[config.mk]
export PLATFORM = sky130hd
export DESIGN_NAME = piso_encoder
export DESIGN_NICKNAME = d
export VERILOG_FILES = /design/src/rtl/piso_encoder_pkg.sv /design/src/rtl/piso_encoder_frame_bit_counter.sv /design/src/rtl/piso_encoder.sv
export SDC_FILE = /design/constraint.sdc
export NUM_CORES = 1
export LEC_CHECK = 0
export BUFFER_PORTS_ARGS = -buffer_cell sky130_fd_sc_hd__buf_2
export CAP_MARGIN = 0
export CORE_MARGIN = 3
export CORE_UTILIZATION = 40
export DETAILED_ROUTE_END_ITERATION = 8
export PLACE_DENSITY = 0.61
export SYNTH_ARGS = -nofsm -noshare
export SYNTH_HDL_FRONTEND = slang
export SYNTH_SLANG_ARGS = --single-unit
[constraint.sdc]
create_clock -name clock -period 5.4 [get_ports clock]
set_input_delay 0 -clock clock [delete_from_list [all_inputs] [get_ports clock]]
set_output_delay 0 -clock clock [all_outputs]
set_load 0.02 [all_outputs]
[src/rtl/piso_encoder_pkg.sv]
// Shared framing constants for the serial message link; imported by both the
// transmit encoder and the receive-side decoder so both ends agree on framing.
package piso_encoder_pkg;

  localparam int unsigned MSG_WIDTH = 8;
  localparam logic [MSG_WIDTH-1:0] IDLE_WORD_DEFAULT = 8'h00;
  localparam bit LSB_FIRST = 1'b1;
  localparam int unsigned FRAMES_SENT_W = 16;

  function automatic logic [FRAMES_SENT_W-1:0] sat_inc(input logic [FRAMES_SENT_W-1:0] value);
    return (value == '1) ? value : value + FRAMES_SENT_W'(1);
  endfunction

endpackage

[src/rtl/piso_encoder_frame_bit_counter.sv]
// Modulo-WIDTH framing counter; transmit-side twin of the decoder's bit counter.
// Resets to the last bit position so the first edge after release is a load.
module piso_encoder_frame_bit_counter
  import piso_encoder_pkg::*;
#(
  parameter int unsigned WIDTH = MSG_WIDTH,
  localparam int unsigned IDX_W = (WIDTH > 1) ? $clog2(WIDTH) : 1
) (
  input  logic             clock,
  input  logic             resetN,
  output logic [IDX_W-1:0] bit_idx,
  output logic             load
);

  localparam logic [IDX_W-1:0] LAST_IDX = IDX_W'(WIDTH - 1);

  logic [IDX_W-1:0] bit_idx_q, bit_idx_d;

  assign load    = (bit_idx_q == LAST_IDX);
  assign bit_idx = bit_idx_q;

  always_comb begin
    bit_idx_d = load ? '0 : bit_idx_q + IDX_W'(1);
  end

  always_ff @(posedge clock) begin
    if (!resetN) begin
      bit_idx_q <= LAST_IDX;
    end else begin
      bit_idx_q <= bit_idx_d;
    end
  end

endmodule

[src/rtl/piso_encoder.sv]
// Parallel-in serial-out message encoder: one-entry holding register feeding a
// continuously framed shift register; idle frames keep the receiver aligned.
module piso_encoder
  import piso_encoder_pkg::*;
#(
  parameter int unsigned      WIDTH     = MSG_WIDTH,
  parameter logic [WIDTH-1:0] IDLE_WORD = WIDTH'(IDLE_WORD_DEFAULT)
) (
  input  logic                     clock,
  input  logic                     resetN,
  input  logic [WIDTH-1:0]         messageIn,
  input  logic                     messageValid,
  output logic                     messageReady,
  output logic                     serialOut,
  output logic                     frameSync,
  output logic                     dataFrame,
  output logic [FRAMES_SENT_W-1:0] framesSent
);

  localparam int unsigned IDX_W = (WIDTH > 1) ? $clog2(WIDTH) : 1;

  logic [IDX_W-1:0] bit_idx;
  logic             load_event;
  logic             accept;

  logic [WIDTH-1:0]         shift_q, shift_d;
  logic [WIDTH-1:0]         hold_q, hold_d;
  logic                     hold_valid_q, hold_valid_d;
  logic                     data_frame_q, data_frame_d;
  logic [FRAMES_SENT_W-1:0] frames_sent_q, frames_sent_d;

  piso_encoder_frame_bit_counter #(
    .WIDTH (WIDTH)
  ) u_frame_bit_counter (
    .clock   (clock),
    .resetN  (resetN),
    .bit_idx (bit_idx),
    .load    (load_event)
  );

  // A load frees the holding slot on the same edge, so a new word can enter then.
  assign messageReady = !hold_valid_q || load_event;
  assign accept       = messageValid && messageReady;

  always_comb begin
    shift_d       = shift_q;
    hold_d        = hold_q;
    hold_valid_d  = hold_valid_q;
    data_frame_d  = data_frame_q;
    frames_sent_d = frames_sent_q;

    if (load_event) begin
      hold_valid_d = 1'b0;
      if (hold_valid_q) begin
        shift_d       = hold_q;
        data_frame_d  = 1'b1;
        frames_sent_d = sat_inc(frames_sent_q);
      end else begin
        shift_d      = IDLE_WORD;
        data_frame_d = 1'b0;
      end
    end else begin
      shift_d = LSB_FIRST ? (shift_q >> 1) : (shift_q << 1);
    end

    if (accept) begin
      hold_d       = messageIn;
      hold_valid_d = 1'b1;
    end
  end

  always_ff @(posedge clock) begin
    if (!resetN) begin
      shift_q       <= '0;
      hold_q        <= '0;
      hold_valid_q  <= 1'b0;
      data_frame_q  <= 1'b0;
      frames_sent_q <= '0;
    end else begin
      shift_q       <= shift_d;
      hold_q        <= hold_d;
      hold_valid_q  <= hold_valid_d;
      data_frame_q  <= data_frame_d;
      frames_sent_q <= frames_sent_d;
    end
  end

  assign serialOut  = LSB_FIRST ? shift_q[0] : shift_q[WIDTH-1];
  assign frameSync  = (bit_idx == '0);
  assign dataFrame  = data_frame_q;
  assign framesSent = frames_sent_q;

endmodule

Word-level counts from Yosys, hierarchy flattened:

Index checks and enable logic that the tools add are counted.

* bits in registers: 37
* latch bits: 0
* bits in writable memories: 0
* bits in read-only memories: 0
* input port bits: 11
* output and inout bits: 20
* word-level logic and storage cells: 25
* memories: 0

* add/subtract/negate cells: 2
* multiply operators: 0
* div/mod/pow operators: 0
* $lt $le $gt $ge: 0
* equal/unequal tests: 2
* shift-type cells: 0
* muxes and demuxes: 6
* bitwise logic cells: 1
* reductions and logical operators: 7

Operator list (count)
* 16-bit by 1-bit adder with 16-bit output (second input constant): 1
* 16-bit == test (second input constant): 1
* 7-bit 2-to-1 mux: 2
* 3-bit AND reduction: 2
* 3-bit by 1-bit adder with 3-bit output (second input constant): 1
* 3-bit == test (second input constant): 1
* 3-bit zero test: 1
* 1-bit 2-to-1 mux: 3
* 3-bit 2-to-1 mux: 1
* 2-bit nonzero test: 1
* 1-bit logical AND: 1
* 1-bit zero test: 1
* 1-bit logical OR: 1
* 1-bit inverter: 1

Depth between registers and ports, before layout:

Gate-level depths: netlist of run 1.

* depth in word-level cells: 4
* gate-level depth with buffers: 7
* mapped depth without buffers: 7

Cells and area by module:

A second synthesis of run 1 with hierarchy kept.

* cell total of the unflattened synthesis: 176
* area, all modules: 1565.3 um2

By module, submodules not included
* piso_encoder: times used 1, cells an instance 168, area an instance 1462.7 um2
* piso_encoder_frame_bit_counter: times used 1, cells an instance 8, area an instance 102.6 um2

Worst setup path before layout of run 1:

OpenSTA, ideal clock, no wires.

* kind: reg2reg
* start: reg frames_sent_q[0] (netlist: framesSent[0])
* end: reg frames_sent_q[0] (netlist: framesSent[0])
* arrival: 1.711 ns
* required time: 5.285 ns
* slack: 3.574 ns
* stages on the path, launching flop included: 7
* period minus slack after synthesis: 1.826 ns
* cell sequence: dfxtp_1 -> ha_1 -> nand4_1 -> nor2_1 -> a21oi_1 -> xor2_1 -> and2_1

* longest elaborated chain between the ends: 3
* elaborated cells on any way between the ends: 4

Ends and longest elaborated chain
* start: declaration: line piso_encoder.sv:30 `logic [FRAMES_SENT_W-1:0] frames_sent_q, frames_sent_d;`
* start signal: assignment: line piso_encoder.sv:84 `frames_sent_q <= frames_sent_d;`
* parallel branches: the longest is 3 deep, another holds 16-bit by 1-bit adder with 16-bit output

Several ways; the timed one is not identified.
A chain may end at the register's enable or synchronous reset.

Worst setup path after layout of run 1:

* start: reg u_frame_bit_counter.bit_idx_q[0] (netlist: u_frame_bit_counter.bit_idx[0])
* end: reg frames_sent_q[14] (netlist: framesSent[14])

* longest elaborated chain between the ends: 2

Ends and longest elaborated chain
* start: declaration: line piso_encoder_frame_bit_counter.sv:17 `logic [IDX_W-1:0] bit_idx_q, bit_idx_d;`
* start signal: assignment: line piso_encoder_frame_bit_counter.sv:30 `bit_idx_q <= bit_idx_d;`
* 3-bit == test: line piso_encoder_frame_bit_counter.sv:19 `assign load = (bit_idx_q == LAST_IDX);`
* 3-bit AND reduction (no line)

No other way between the ends.

==> metrics.txt, run 1 <==
startpoint types=flop; total setup buffers inserted after CTS=0; CTS clk-pin slew, worst paths=70 ps; YS warnings=0; crit-path max cell delay=420 ps; CP max-delay cell=nor3_1; Area Overhead vs Synth=22.3%; most common flop cell mapped by yosys=dfxtp_1; number of synthesized flops with an enable pin=0; Vias=1,321; largest cells by area after synthesis=dfxtp_1, nor2b_1, a21boi_0, and2_1, nand3_1; DR iter-0 viols=61; Unique masters post-synth=29; DRC=0; CTS max path bufs=2; Max Slew Vio Count=0; # rows=22; CP bufs+invs=0; initial antenna violation count=0; cells after synthesis=178; fillcell total=379; RR Endpoint=framesSent[14]$_SDFFE_PN0P_; first-pass GRT wire length=5.63 mm; GR Util All Layers=0.142; Post-synth ARST share=0; most common cell in the synthesized netlist=dfxtp_1; Leakage=0.885 nW; VDD IR max=0.140 mV; Max-Cap Viols=0; CTS root buf=clkbuf_8; Die Wd=70.0 um; cts bufs inserted=5; routability congestion estimate=0.758; Area after DPL=1810 sq um; Syn Nets=193; antenna cells=0; DIE HEIGHT=70.0 um; CTS resizes=0; Worst Hold End=hold_valid_q$_SDFFE_PN0P_; Synth area leader=dfxtp_1; Initial Util=0.432; outcome=finished clean; Die Area=4900 sq um; Routed Antenna Nets=0; Worst-Margin Slew=549 ps; WHS Path Cells=3; via count of the first global-routing pass=1,276; Reg2Reg Depth=7; worst hold path type=input port to flop; setup TNS=0 ps; fin crit share=0.403; Final Instance Area=2010 sq um; Total Routed Length=3.16 mm; critical path's most frequent cell=ha_1; CTS tree=done; Critical Path AT=2360 ps; crit-path leading delay family=simple AND/OR/NAND/NOR gates; GR Overflow Total=0; Clock Sinks=37; crit path capture type=flop; Mapped Avg Cell Area=9.22 sq um; Crit path required time=5580 ps; clock skew=8.06 ps; port buffer count=30; fmax=459 MHz; Slew HR=0.634; worst-path cell chain=ha_1 > ha_1 > nand2_1 > nor3_1 > nand4_1 > xnor2_1 > and2_1; Synth Register Bits=37; vias per cell=5.02; cts hold-fix bufs=8; pwr dens=303 nW/um^2; sequential standard cell area=741 sq um; post-synthesis sequential area ratio=0.452; fin util=0.528; crit path max fanout=13; # nets final=229; multi-input logic area=843 sq um; First-pass DRT Iterations=4; Commonest cells post-synth=dfxtp_1, nor2b_1, nand2_1, nand3_1, and2_1; RSZ-0062 raised after global routing=false; Final Power=607 uW; core area=3800 sq um; H-tree levels=2; Avg WL per Cell=12.0 um; min Tclk post-route=2180 ps; Clk Latency, worst-skew pair=290 ps; Post-Syn Area=1640 sq um; Final Setup Violations=0; reg2reg start=u_frame_bit_counter.bit_idx[0]$_SDFF_PN1_; final hold viol count=0; critical hold path startpoint=messageValid; Setup CP Type=flop to flop; DP Wirelength=2.22 mm; R2R Setup Slk=3220 ps; share of post-route cells with drive strength above 1=0.195; io pins=31; Synth top area share=0.452; largest net degree at the start of global routing=41
-- worst max-delay path by stage --
stage               slack, ps  cells after the start                                 startpoint                           to
finish                   3220                      7  u_frame_bit_counter.bit_idx[0]$_SDFF_PN1_  framesSent[14]$_SDFFE_PN0P_
global route             3050                      7  u_frame_bit_counter.bit_idx[0]$_SDFF_PN1_  framesSent[14]$_SDFFE_PN0P_
CTS                      3210                      7  u_frame_bit_counter.bit_idx[0]$_SDFF_PN1_  framesSent[14]$_SDFFE_PN0P_
detailed placement       3230                      7  u_frame_bit_counter.bit_idx[0]$_SDFF_PN1_  framesSent[10]$_SDFFE_PN0P_
global placement         3360                      7  u_frame_bit_counter.bit_idx[0]$_SDFF_PN1_  framesSent[14]$_SDFFE_PN0P_
floorplan                3570                      6                 framesSent[0]$_SDFFE_PN0P_   framesSent[0]$_SDFFE_PN0P_
-- power breakdown --
| group | switching (mW) | internal (mW) | total, mW |
|---|---|---|---|
| sequential | 0.00791 | 0.286 | 0.294 |
| combinational | 0.0385 | 0.0269 | 0.0653 |
| clock | 0.0970 | 0.151 | 0.248 |
| total | 0.143 | 0.463 | 0.607 |
-- per-layer routing --
metal | GRT usage | vias to the layer above | share of wire
met4 | 0.0702 | 0 | 0.020
li1 | - | 681 | -
met2 | 0.220 | 20 | 0.45
met1 | 0.179 | 613 | 0.49
met3 | 0.0417 | 7 | 0.038
met5 | 0 | - | 0
-- cells in the final DEF (no fill, tap or decap) --
| master | n |
|---|---|
| xnor2_1 | 4 |
| a211oi_1 | 3 |
| nand4_1 | 4 |
| mux2i_1 | 4 |
| nor2_1 | 2 |
| clkbuf_1 | 1 |
| a21boi_0 | 11 |
| a21bo_2 | 1 |
| a21oi_1 | 8 |
| nand2_1 | 15 |
| a2111oi_4 | 1 |
| nor2b_1 | 16 |
| nor3_1 | 1 |
| a31oi_1 | 1 |
| bufinv_16 | 1 |
| nand3b_1 | 1 |
| buf_2 | 30 |
| a41o_1 | 1 |
| xor2_1 | 5 |
| o21ai_0 | 4 |
| nand2b_1 | 6 |
| and4_1 | 1 |
| and4_4 | 1 |
| and3_1 | 5 |
| ha_1 | 4 |
| nand3_1 | 15 |
| clkbuf_8 | 6 |
| dfxtp_1 | 37 |
| dlygate4sd3_1 | 8 |
| inv_1 | 4 |
| and3_2 | 2 |
| and2_1 | 12 |
-- through the flow --
step | std cells | setup slack (ps) | hold WS (ps)
global route | 263 | 3050 | 78.8
global placement | 247 | 3360 | 262
CTS | 263 | 3210 | 42.5
detailed placement | 247 | 3230 | 272
finish | 263 | 3220 | 44.3
floorplan | 178 | 3570 | 156
-- final cells by class --
cell class                 instances  share of cell area
sequential                        37               0.369
tap                               48              0.0299
clock buffer                       7              0.0430
clock inverter                     1              0.0150
inverter                           4             0.00749
multi-input combinational        128               0.420
timing repair buffer              38               0.115
-- kinds of logic after synthesis --
group           after synthesis  share of synthesized area
simple gates                 81                      0.278
flops                        37                      0.452
compound gates               30                      0.133
buf+inv                      13                     0.0343
xor+xnor                      9                     0.0481
mux                           4                     0.0244
fa+ha+maj                     4                     0.0305
-- sequential cells by signal (all words and copies together), names as in the netlist --
| signal | count |
|---|---|
| dataFrame | 1 |
| framesSent | 16 |
| hold_q | 8 |
| u_frame_bit_counter.bit_idx | 3 |
| shift_q | 8 |
| hold_valid_q | 1 |
-- worst min-delay path, delay by kind of cell --
family          cells  cell delay, ps
buf+inv             2             220
compound gates      1              60
(Power assumes the default switching activity.)
==> inputs of run 2 (changes only) <==
--- a/config.mk
+++ b/config.mk
@@ -5,6 +5,7 @@
 export SDC_FILE = /design/constraint.sdc
 export NUM_CORES = 1
 export LEC_CHECK = 0
+export ABC_AREA = 1
 export BUFFER_PORTS_ARGS = -buffer_cell sky130_fd_sc_hd__buf_2
 export CAP_MARGIN = 0
 export CORE_MARGIN = 3
==> constraint.sdc (replaced) <==
create_clock -name clock -period 2.26 [get_ports clock]
set_input_delay 0 -clock clock [delete_from_list [all_inputs] [get_ports clock]]
set_output_delay 0 -clock clock [all_outputs]
set_load 0.02 [all_outputs]
==> metrics.txt, run 2 <==
GR Overflow Total=0 (unchanged); CTS max path bufs=2 (unchanged); VDD IR max=0.372 mV (+170%); most common cell in the synthesized netlist=nand2_1; crit path capture type=flop; Final Setup Violations=0 (unchanged); Vias=1,517 (+15%); Clock Sinks=37 (unchanged); Mapped Avg Cell Area=7.07 sq um (-23%); First-pass DRT Iterations=4 (unchanged); cts bufs inserted=5 (unchanged); Critical Path AT=1920 ps (-440 ps); Area Overhead vs Synth=22.4% (about the same); fillcell total=425 (+12%); Die Wd=71.0 um (+1.4%); antenna cells=0 (unchanged); fin cells=332 (+26%); pwr dens=665 nW/um^2 (+120%); Synth Register Bits=37 (unchanged); outcome=finished clean; fin crit share=0.770 (+0.366); CTS clk-pin slew, worst paths=70 ps (about the same); Unique masters post-synth=23 (-21%); crit path max fanout=12 (-1); clock skew=2.60 ps (-5.46 ps); Area after DPL=1890 sq um (+4.6%); Crit path required time=2440 ps (-3140 ps); Worst-Margin Slew=409 ps (-140 ps); worst hold path type=input port to flop; Synth area leader=dfxtp_1; YS warnings=0 (unchanged); Syn Nets=254 (+32%); Commonest cells post-synth=nand2_1, nor2_1, dfxtp_1; Max-Cap Viols=0 (unchanged); Clk Latency, worst-skew pair=280 ps (about the same); first-pass GRT wire length=6.28 mm (+12%); # rows=23 (+4.5%); H-tree levels=2 (unchanged); vias per cell=4.57 (-9.0%); max reg flops=16 (unchanged); GR Util All Layers=0.156 (+0.0136); Inst Count DP=316 (+28%); CTS root buf=clkbuf_8; Die Area=5040 sq um (+2.8%); CTS tree=done; Final Instance Area=2070 sq um (+3.1%); Post-synth ARST share=0 (unchanged); most common flop cell mapped by yosys=dfxtp_1; Initial Util=0.420 (-0.0123); DR iter-0 viols=69 (+13%); via count of the first global-routing pass=1,391 (+9.0%); Slew HR=0.727 (+0.0932); Max Slew Vio Count=0 (unchanged); io pins=31 (unchanged); Routed Antenna Nets=0 (unchanged); fin util=0.513 (-0.0146); CTS resizes=0 (unchanged); largest net degree at the start of global routing=21 (-49%); setup TNS=0 ps (unchanged); final hold viol count=0 (unchanged); Final Power=1.37 mW (+130%); Post-Syn Area=1690 sq um (+3.1%); routability congestion estimate=0.701 (-7.5%); DP Wirelength=2.55 mm (+15%); RSZ-0062 raised after global routing=false; Total Routed Length=3.60 mm (+14%); initial antenna violation count=0 (unchanged); port buffer count=30 (unchanged); startpoint types=flop; number of synthesized flops with an enable pin=0 (unchanged); Synth top area share=0.438 (-0.0134); Leakage=0.913 nW (+3.1%); most frequent cells in the layout=nand2_1, nor2_1, dfxtp_1; cells after synthesis=239 (+34%); post-synthesis sequential area ratio=0.438 (-0.0134); fmax=575 MHz (+25%); commonest non-fill, non-tap cell in the layout=nand2_1; core area=4030 sq um (+6.1%); DIE HEIGHT=71.0 um (+1.4%); min Tclk post-route=1740 ps (-439 ps); DRC=0 (unchanged); Setup CP Type=flop to flop; share of post-route cells with drive strength above 1=0.188 (-0.00741); # nets final=296 (+29%); largest cells by area after synthesis=dfxtp_1, nand2_1, nor2_1, a21oi_1, inv_1; Avg WL per Cell=10.8 um (-9.7%)
[run 2: routing by layer]
metal / up-vias / global-route usage / wire [um]
met3: 5 / 0.0511 / 161
met5: - / 0 / 0
met4: 0 / 0.0438 / 46
li1: 837 / - / -
met1: 647 / 0.208 / 1810
met2: 28 / 0.240 / 1580
[run 2: layout make-up]
type	instances	area (sq um)	area share
clock inverter	2	13.8	0.00665
clock buffer	6	82.6	0.0399
tap	50	62.6	0.0302
inverter	22	82.6	0.0399
timing repair buffer	39	238	0.115
multi-input combinational	176	848	0.410
sequential	37	741	0.358
[run 2: final timing paths]
| kind | from | endpoint | slack [ps] | cells after the start |
|---|---|---|---|---|
| worst min-delay path | resetN | u_frame_bit_counter.bit_idx[1]$_SDFF_PN1_ | 60 | 2 |
| worst min register to register | hold_q[7]$_SDFFE_PN0P_ | shift_q[7]$_SDFF_PN0_ | 440 | 2 |
| worst max register to register | u_frame_bit_counter.bit_idx[0]$_SDFF_PN1_ | framesSent[0]$_SDFFE_PN0P_ | 520 | 7 |
| worst max-delay path | u_frame_bit_counter.bit_idx[0]$_SDFF_PN1_ | framesSent[0]$_SDFFE_PN0P_ | 520 | 7 |
[run 2: kinds of logic after synthesis]
group / synth area share
AO/OA/AOI/OAI: 0.0955
flip-flops: 0.438
XOR/XNOR: 0.0259
adder cells (fa/ha/maj): 0.0296
AND/OR/NAND/NOR: 0.351
buffers and inverters: 0.0600
[run 2: through the flow]
step,setup slack (ps),hold WS (ps)
3_5_place_dp,493,258
5_1_grt,279,66.1
3_3_place_gp,560,258
6_report,520,62.3
2_1_floorplan,671,167
4_1_cts,485,58.2
[run 2: what timing repair did]
item                                   CTS  global route
setup endpoints to repair                0             0
hold buffers                             8             0
endpoints found under the hold margin    8             0
setup buffers                            0             0
[run 2: worst max-delay path, stage by stage, from the launching register on]
cell	delay (ps)
dfxtp_1	350
ha_1	150
ha_1	190
nand2_1	190
inv_1	350
nand2_4	150
o21ai_0	190
nor2_1	60
[run 2: power by group]
part	switching [mW]	leakage [nW]	total [mW]	internal [mW]
Sequential	0.0213	0.302	0.712	0.691
Clock	0.236	0.0512	0.483	0.247
Combinational	0.114	0.560	0.179	0.0654
Total	0.371	0.913	1.37	1.00
